$ cat config.mk
export PLATFORM = sky130hd
export DESIGN_NAME = oc_15
export DESIGN_NICKNAME = d
export VERILOG_FILES = /design/src/rtl/oc_15_pkg.sv /design/src/rtl/oc_15_full_adder.sv /design/src/rtl/oc_15.sv
export SDC_FILE = /design/constraint.sdc
export NUM_CORES = 1
export LEC_CHECK = 0
export BUFFER_PORTS_ARGS = -buffer_cell sky130_fd_sc_hd__buf_4
export CORE_AREA = 4 4 41 43
export CTS_CLUSTER_DIAMETER = 30
export CTS_CLUSTER_SIZE = 25
export DETAILED_ROUTE_END_ITERATION = 7
export DIE_AREA = 0 0 45 47
export PLACE_DENSITY = 0.53
export SETUP_SLACK_MARGIN = 0.02
export SLEW_MARGIN = 20
export SYNTH_ARGS = -nofsm -noshare
export SYNTH_HDL_FRONTEND = slang
export SYNTH_HIERARCHICAL = 1
export SYNTH_SLANG_ARGS = --single-unit
$ cat constraint.sdc
create_clock -name clk -period 3.4 [get_ports clk]
set_clock_uncertainty 0.05 [all_clocks]
set_input_delay 0.68 -clock clk [delete_from_list [all_inputs] [get_ports clk]]
set_output_delay 0.68 -clock clk [all_outputs]
set_load 0.01 [all_outputs]
$ cat src/rtl/oc_15_pkg.sv
// Shared widths and count type for the 15-input population counter.
package oc_15_pkg;

    localparam int unsigned OC_N_IN    = 15;
    localparam int unsigned OC_CNT_W   = 4;
    localparam int unsigned OC_CNT_MAX = 15;

    typedef logic [OC_CNT_W-1:0] oc_cnt_t;

endpackage

$ cat src/rtl/oc_15_full_adder.sv
// One-bit full adder: the 3:2 compressor cell of the counting tree.
module full_adder (
    input  logic a,
    input  logic b,
    input  logic cin,
    output logic s,
    output logic cout
);

    assign s    = a ^ b ^ cin;
    assign cout = (a & b) | (a & cin) | (b & cin);

endmodule

$ cat src/rtl/oc_15.sv
// 15-input population counter with a one-cycle registered result.
// Optional flags all_one/all_zero are built only when OC_15_FLAGS_EN is defined.
module oc_15
    import oc_15_pkg::*;
(
    input  logic a,
    input  logic b,
    input  logic c,
    input  logic d,
    input  logic e,
    input  logic f,
    input  logic g,
    input  logic h,
    input  logic i,
    input  logic j,
    input  logic k,
    input  logic l,
    input  logic m,
    input  logic n,
    input  logic o,
    output logic w3,
    output logic w2,
    output logic w1,
    output logic w0,
    input  logic clk,
    input  logic rst_n
`ifdef OC_15_FLAGS_EN
    ,
    output logic all_one,
    output logic all_zero
`endif
);

    logic [OC_N_IN-1:0] din;
    assign din = {o, n, m, l, k, j, i, h, g, f, e, d, c, b, a};

    // Weight-1 column: five adders fold the 15 inputs into 5 sums and 5 carries.
    logic [4:0] s1;
    logic [4:0] c1;

    for (genvar gi = 0; gi < 5; gi++) begin : g_lvl1
        full_adder u_fa (
            .a    (din[3*gi]),
            .b    (din[3*gi+1]),
            .cin  (din[3*gi+2]),
            .s    (s1[gi]),
            .cout (c1[gi])
        );
    end

    // Weight-1 column continued: 5 sums reduce to the LSB plus two more carries.
    logic s6, c6, bit0, c7;

    full_adder u_fa6 (.a(s1[0]), .b(s1[1]), .cin(s1[2]), .s(s6),   .cout(c6));
    full_adder u_fa7 (.a(s1[3]), .b(s1[4]), .cin(s6),    .s(bit0), .cout(c7));

    // Weight-2 column: seven bits (c1[4:0], c6, c7) reduce to bit 1 and three carries.
    logic s8, c8, s9, c9, bit1, c10;

    full_adder u_fa8  (.a(c1[0]), .b(c1[1]), .cin(c1[2]), .s(s8),   .cout(c8));
    full_adder u_fa9  (.a(c1[3]), .b(c1[4]), .cin(c6),    .s(s9),   .cout(c9));
    full_adder u_fa10 (.a(s8),    .b(s9),    .cin(c7),    .s(bit1), .cout(c10));

    // Weight-4 column: three carries give bit 2 and the weight-8 carry.
    logic bit2, bit3;

    full_adder u_fa11 (.a(c8), .b(c9), .cin(c10), .s(bit2), .cout(bit3));

    oc_cnt_t cnt_d;
    oc_cnt_t cnt_q;

    assign cnt_d = {bit3, bit2, bit1, bit0};

    // Count register; reset wins over the sampled data.
    always_ff @(posedge clk) begin
        if (!rst_n) begin
            cnt_q <= '0;
        end else begin
            cnt_q <= cnt_d;
        end
    end

    assign w3 = cnt_q[3];
    assign w2 = cnt_q[2];
    assign w1 = cnt_q[1];
    assign w0 = cnt_q[0];

`ifdef OC_15_FLAGS_EN
    // Flag registers share the count's latency and reset.
    always_ff @(posedge clk) begin
        if (!rst_n) begin
            all_one  <= 1'b0;
            all_zero <= 1'b0;
        end else begin
            all_one  <= (cnt_d == OC_CNT_W'(OC_CNT_MAX));
            all_zero <= (cnt_d == '0);
        end
    end
`endif

endmodule

After elaboration in Yosys (flattened, before gate mapping). Index checks and enable logic that the tools add are counted.

Bitwise operators: 77.

Operators with widths (count): $and 1x1->1 (33); $or 1x1->1 (22); $xor 1x1->1 (22).

Bits in registers: 4. Logic and storage cells: 78.

Depth between registers and ports, before layout. Gate-level depths: netlist of run 1.

Word-level depth: 13. Depth in mapped cells: 6. Depth with buffers taken out: 6.

Cells and area by module. The synthesis of run 1 kept the hierarchy.

By module, submodules not included: full_adder (times used 11, cells an instance 1, area each 20.0 um^2); oc_15 (times used 1, cells an instance 8, area each 105.1 um^2).

Worst setup path before layout of run 1. No wires, ideal clock.

Path kind: input port to flip-flop. Start: in a. End: reg cnt_q[2]. Library setup time: 115 ps. Arrival time: 3026 ps. Data required time: 3235 ps. Slack: 209 ps. Stages: 6. Path through: fa_1 fa_1 fa_1 fa_1 fa_1 and2_1.

RTL lines: start: declaration (line oc_15.sv:6) `input logic a,`; $xor 1x1->1 (*) (2 in series) (line oc_15_full_adder.sv:10) `assign s = a ^ b ^ cin;`; $and 1x1->1 (line oc_15_full_adder.sv:11) `assign cout = (a & b) | (a & cin) | (b & cin);`; $or 1x1->1 (*) (2 in series) (line oc_15_full_adder.sv:11); net c6 (line oc_15.sv:52) `logic s6, c6, bit0, c7;`; $xor 1x1->1 (*) (line oc_15_full_adder.sv:10); net s9 (line oc_15.sv:58) `logic s8, c8, s9, c9, bit1, c10;`; $and 1x1->1 (line oc_15_full_adder.sv:11); $or 1x1->1 (line oc_15_full_adder.sv:11); $or 1x1->1 (*) (line oc_15_full_adder.sv:11); net c10 (line oc_15.sv:58); $xor 1x1->1 (*) (line oc_15_full_adder.sv:10); net bit2 (line oc_15.sv:65) `logic bit2, bit3;`; end signal: assignment (line oc_15.sv:79) `cnt_q <= cnt_d;`; end: declaration (line oc_15.sv:70) `oc_cnt_t cnt_q;`.

Mark *: on every way through the listed nets, which the timed path passes. The rest lies on a longest branch. A chain may end at the register's enable or synchronous reset.

Worst setup path in the final report of run 1.
Start: in a. End: reg cnt_q[2].

RTL lines: $xor 1x1->1 (*) (2 in series) (line oc_15_full_adder.sv:10); net s1[0] (line oc_15.sv:38) `logic [4:0] s1;`; $and 1x1->1 (line oc_15_full_adder.sv:11); $or 1x1->1 (*) (2 in series) (line oc_15_full_adder.sv:11); net c6 (line oc_15.sv:52); $xor 1x1->1 (*) (line oc_15_full_adder.sv:10); net s9 (line oc_15.sv:58); $and 1x1->1 (line oc_15_full_adder.sv:11); $or 1x1->1 (line oc_15_full_adder.sv:11); $or 1x1->1 (*) (line oc_15_full_adder.sv:11); net c10 (line oc_15.sv:58); $xor 1x1->1 (*) (line oc_15_full_adder.sv:10); net bit2 (line oc_15.sv:65).

Marks and branches as above.

==> flow_metrics.env, run 1 <==
export IMPL_status="complete, no violations"
export IMPL_period_needed_ns=3.15
export IMPL_cp_slowest_cell="fa_1"
export IMPL_grt_max_degree=5
export IMPL_post_dp_cell_area_um2=494
export IMPL_syn2layout_area_growth_pct=58.8
export IMPL_drt_wirelength_per_cell_um=11.7
export IMPL_setup_viol=0
export IMPL_grt_pass1_vias=264
export IMPL_place_inst=54
export IMPL_finalCritPeriodShare_pct=92.7
export IMPL_fillCellCount=138
export IMPL_crit_chain="buf_4 -> fa_1 -> fa_1 -> fa_1 -> fa_1 -> fa_1 -> and2_1"
export IMPL_synth_nets=47
export IMPL_dr_pass1_iters=1
export IMPL_critPathKind="in2reg"
export IMPL_ys_seq_area_share_pct=24.6
export IMPL_io_buffers=20
export IMPL_holdWs_ns=0.625
export IMPL_reg_top3="cnt_q x4"
export IMPL_synth_cell_area_um2=325
export IMPL_ctsLongestPathBuffers=2
export IMPL_worstSetupStartpointType="input port"
export IMPL_cap_violations=0
export IMPL_slowest_delay_ns=0.49
export IMPL_p_leak_nw=0.235
export IMPL_slew_viol_final=0
export IMPL_final_cell_area_um2=517
export IMPL_drt_iter0_drc=0
export IMPL_relSlewSlack_pct=92.7
export IMPL_pwr_share_clk_pct=22.2
export IMPL_max_flop_register="cnt_q"
export IMPL_power_share_combinational_pct=51.1
export IMPL_area_sequential_um2=80.1
export IMPL_ys_warn_count=6
export IMPL_cp_common_cell="fa_1"
export IMPL_cts_root_buf="clkbuf_4"
export IMPL_cp_end_kind="flip-flop"
export IMPL_finalNonFillerCells=57
export IMPL_cp_arrival_ns=3.23
export IMPL_fmax_mhz=317
export IMPL_largest_reg_flops=4
export IMPL_drc=0
export IMPL_syn_avg_cell_area_um2=17.1
export IMPL_crit_required_ns=3.47
export IMPL_viasPerCell=3.82
export IMPL_cts_sinks=4
export IMPL_rsz0062_at_grt="no"
export IMPL_die_x_um=45
export IMPL_synthCells=19
export IMPL_place_congestion=0.685
export IMPL_fp_dieH_um=47
export IMPL_ctsResizeCount=0
export IMPL_synthDistinctLibCells=3
export IMPL_cts_made_buffers=3
export IMPL_nNetsFinal=72
export IMPL_post_cts_buffers=0
export IMPL_detail_route_antenna_nets=0
export IMPL_irDropWorstVdd_v=0.000150
export IMPL_switchingPower_w=0.0000796
export IMPL_drive_gt1_share_pct=54.8
export IMPL_p_sw_share_pct=30.6
export IMPL_initial_core_util_pct=25.0
export IMPL_p_seq_share_pct=26.8
export IMPL_grtUsageTotal_pct=7.63
export IMPL_multi_input_area_um2=245
export IMPL_vias=218
export IMPL_path_max_fanout=1
export IMPL_hold_viol=0
export IMPL_rows=13
export IMPL_wl_um=666
export IMPL_tightestPinTransition_ns=0.110
export IMPL_worstHoldPathType="in2reg"
export IMPL_grt_remaining_overflow=0
export IMPL_critPathTopFamily="adder cells"
export IMPL_synth_seq_cells=4
export IMPL_die_area_um2=2120
export IMPL_power_density_nw_per_um2=503
export IMPL_htreeDepth=1
export IMPL_core_area_um2=1300
export IMPL_antenna_found_initial=0
export IMPL_n_antenna_cell=0
export IMPL_path_buf_inv=1
export IMPL_grt_pass1_wl_um=1040
export IMPL_cts_hold_buf=0
export IMPL_cts_tree="done"
export IMPL_path_clk_slew_ns=0.04
export IMPL_ioPinCount=21
export IMPL_internal_power_w=0.000180
[cell usage after synthesis (all sizes together)]
cell   count  area, um2
and2       4       25.0
dfxtp      4       80.1
fa        11        220
[metrics by stage]
step,util [%],total power [W],setup slack [ns],setup TNS [ns]
finish,39.7,0.000260,0.247,0
global route,39.7,0.000287,0.176,0
CTS,39.7,0.000269,0.236,0
detailed placement,38.0,0.000209,-0.0263,-0.0263
global placement,38.0,0.000203,0.0119,0
floorplan,-,0.000140,0.209,0
[cell type report]
type	count	share of cell area, %
Tap cell	15	3.63
Multi-Input combinational cell	15	47.5
Sequential cell	4	15.5
Timing Repair Buffer	20	29.1
Clock buffer	3	4.36
[worst paths after layout]
path                  startpoint  endpoint  slack (ns)  cells past startpoint
worst max-delay path           a  cnt_q[2]        0.25                      7
worst min-delay path       rst_n  cnt_q[1]        0.62                      2
[kinds of logic (layout without fill, tap and decap cells)]
group         after synthesis  after routing  synth area share [%]
fa+ha+maj                  11             11                  67.7
flops                       4              4                  24.6
buf+inv                     0             23                     0
simple gates                4              4                  7.69
[power groups by stage]
| stage | Sequential (W) | Clock (W) | Combinational [W] |
|---|---|---|---|
| floorplan | 0.0000801 | 0 | 0.0000602 |
| global placement | 0.0000709 | 0 | 0.000132 |
| detailed placement | 0.0000709 | 0 | 0.000138 |
| CTS | 0.0000702 | 0.0000612 | 0.000138 |
| global route | 0.0000705 | 0.0000628 | 0.000154 |
| finish | 0.0000696 | 0.0000576 | 0.000133 |
[per-layer routing]
layer  up-vias  global-route usage [%]  wire length (um)
met5         -                       0                 0
met4         0                    7.02                 0
met2        15                    13.3               373
met1       100                    6.44               213
li1        103                       -                 -
met3         0                    3.45                80
[cells in the final DEF (no fill, tap or decap)]
master / synthesis / routed
and2_1: 4 / 4
fa_1: 11 / 11
dfxtp_1: 4 / 4
clkbuf_4: 0 / 3
buf_4: 0 / 20
Power figures use the tool's default switching activity.
==> run 2: changes to the inputs <==
clock period = 3.9 ns   (was 3.4 ns; I/O delays follow)
==> flow_metrics.env, run 2 (synthesis gave the netlist of run 1 again) <==
export IMPL_status="complete, no violations"
export IMPL_dr_pass1_iters=1
export IMPL_worstSetupStartpointType="input port"
export IMPL_die_x_um=45
export IMPL_p_seq_share_pct=27.2
export IMPL_cts_root_buf="clkbuf_4"
export IMPL_die_area_um2=2120
export IMPL_vias=231
export IMPL_irDropWorstVdd_v=0.000126
export IMPL_grt_remaining_overflow=0
export IMPL_cap_violations=0
export IMPL_final_common_cell="buf_4"
export IMPL_rows=13
export IMPL_reg_top3="cnt_q x4"
export IMPL_p_sw_share_pct=30.3
export IMPL_io_buffers=20
export IMPL_initial_core_util_pct=25.0
export IMPL_worstHoldPathType="in2reg"
export IMPL_cp_end_kind="flip-flop"
export IMPL_drc=0
export IMPL_max_flop_register="cnt_q"
export IMPL_power_share_combinational_pct=50.6
export IMPL_wl_um=709
export IMPL_finalNonFillerCells=57
export IMPL_post_cts_buffers=0
export IMPL_drt_iter0_drc=0
export IMPL_critPathKind="in2reg"
export IMPL_path_max_fanout=1
export IMPL_ctsResizeCount=0
export IMPL_slew_viol_final=0
export IMPL_postLayoutCoreUtil_pct=39.7
export IMPL_grt_pass1_vias=303
export IMPL_layout_common_cells="buf_4, fa_1, and2_1, dfxtp_1, clkbuf_4"
export IMPL_post_dp_cell_area_um2=494
export IMPL_final_cell_area_um2=517
export IMPL_power_density_nw_per_um2=432
export IMPL_fmax_mhz=309
export IMPL_largest_reg_flops=4
export IMPL_grtUsageTotal_pct=8.63
export IMPL_internal_power_w=0.000156
export IMPL_ctsLongestPathBuffers=2
export IMPL_detail_route_antenna_nets=0
export IMPL_cts_sinks=4
export IMPL_crit_required_ns=3.97
export IMPL_nNetsFinal=72
export IMPL_hold_viol=0
export IMPL_n_antenna_cell=0
export IMPL_cp_arrival_ns=3.31
export IMPL_p_leak_nw=0.235
export IMPL_setup_viol=0
export IMPL_pwr_share_clk_pct=22.2
export IMPL_period_needed_ns=3.24
export IMPL_antenna_found_initial=0
export IMPL_syn2layout_area_growth_pct=58.8
export IMPL_cts_hold_buf=0
export IMPL_grt_pass1_wl_um=1210
export IMPL_cts_tree="done"
export IMPL_relSlewSlack_pct=92.9
export IMPL_place_congestion=0.661
export IMPL_cts_made_buffers=3
export IMPL_finalCritPeriodShare_pct=83.1
export IMPL_setup_tns_ns=0
export IMPL_drt_wirelength_per_cell_um=12.4
export IMPL_switchingPower_w=0.0000678
export IMPL_viasPerCell=4.05
export IMPL_place_inst=54
export IMPL_rsz0062_at_grt="no"
export IMPL_ioPinCount=21
export IMPL_drive_gt1_share_pct=54.8
export IMPL_htreeDepth=1
export IMPL_fillCellCount=143
export IMPL_fp_dieH_um=47
export IMPL_core_area_um2=1300
export IMPL_path_clk_slew_ns=0.04
export IMPL_tightestPinTransition_ns=0.107
export IMPL_grt_max_degree=5
## run 2: cell counts in the layout (fill, tap and decap cells not counted)
No cell type changed its count.
## run 2: final timing paths
kind                   from        to  depth (start not counted)
worst max-delay path      a  cnt_q[2]                          7
worst min-delay path  rst_n  cnt_q[0]                          2
## run 2: worst max-delay path: stages
cell and delay, ns:
buf_4 0.12, fa_1 0.50, fa_1 0.44, fa_1 0.47, fa_1 0.42, fa_1 0.44, and2_1 0.14
## run 2: through the flow
step                power [W]  setup slack (ns)  hold WS (ns)
floorplan            0.000122             0.609         0.852
global placement     0.000174             0.463         0.956
detailed placement   0.000180             0.391         0.959
CTS                  0.000232             0.650         0.715
global route         0.000249             0.598         0.722
finish               0.000223             0.660         0.721
## run 2: layer usage
metal  vias up  share of wire, %  wire, um  track usage [%]
met5         -                 0         0                0
met4         0                 0         0             3.51
met3         0                13        89             3.07
met2        15                61       436             18.9
met1       113                26       184             6.35
li1        103                 -         -                -
## run 2: power by group through the flow
| stage | Combinational (W) | Sequential [W] | Clock, W |
|---|---|---|---|
| CTS | 0.000118 | 0.0000611 | 0.0000526 |
| global placement | 0.000112 | 0.0000617 | 0 |
| global route | 0.000133 | 0.0000618 | 0.0000549 |
| floorplan | 0.0000525 | 0.0000698 | 0 |
| detailed placement | 0.000119 | 0.0000616 | 0 |
| finish | 0.000113 | 0.0000607 | 0.0000496 |
## run 2: final cells by class
type | instances | area (um2) | share of cell area [%]
Timing Repair Buffer | 20 | 150 | 29.1
Multi-Input combinational cell | 15 | 245 | 47.5
Clock buffer | 3 | 22.5 | 4.36
Tap cell | 15 | 18.8 | 3.63
Sequential cell | 4 | 80.1 | 15.5
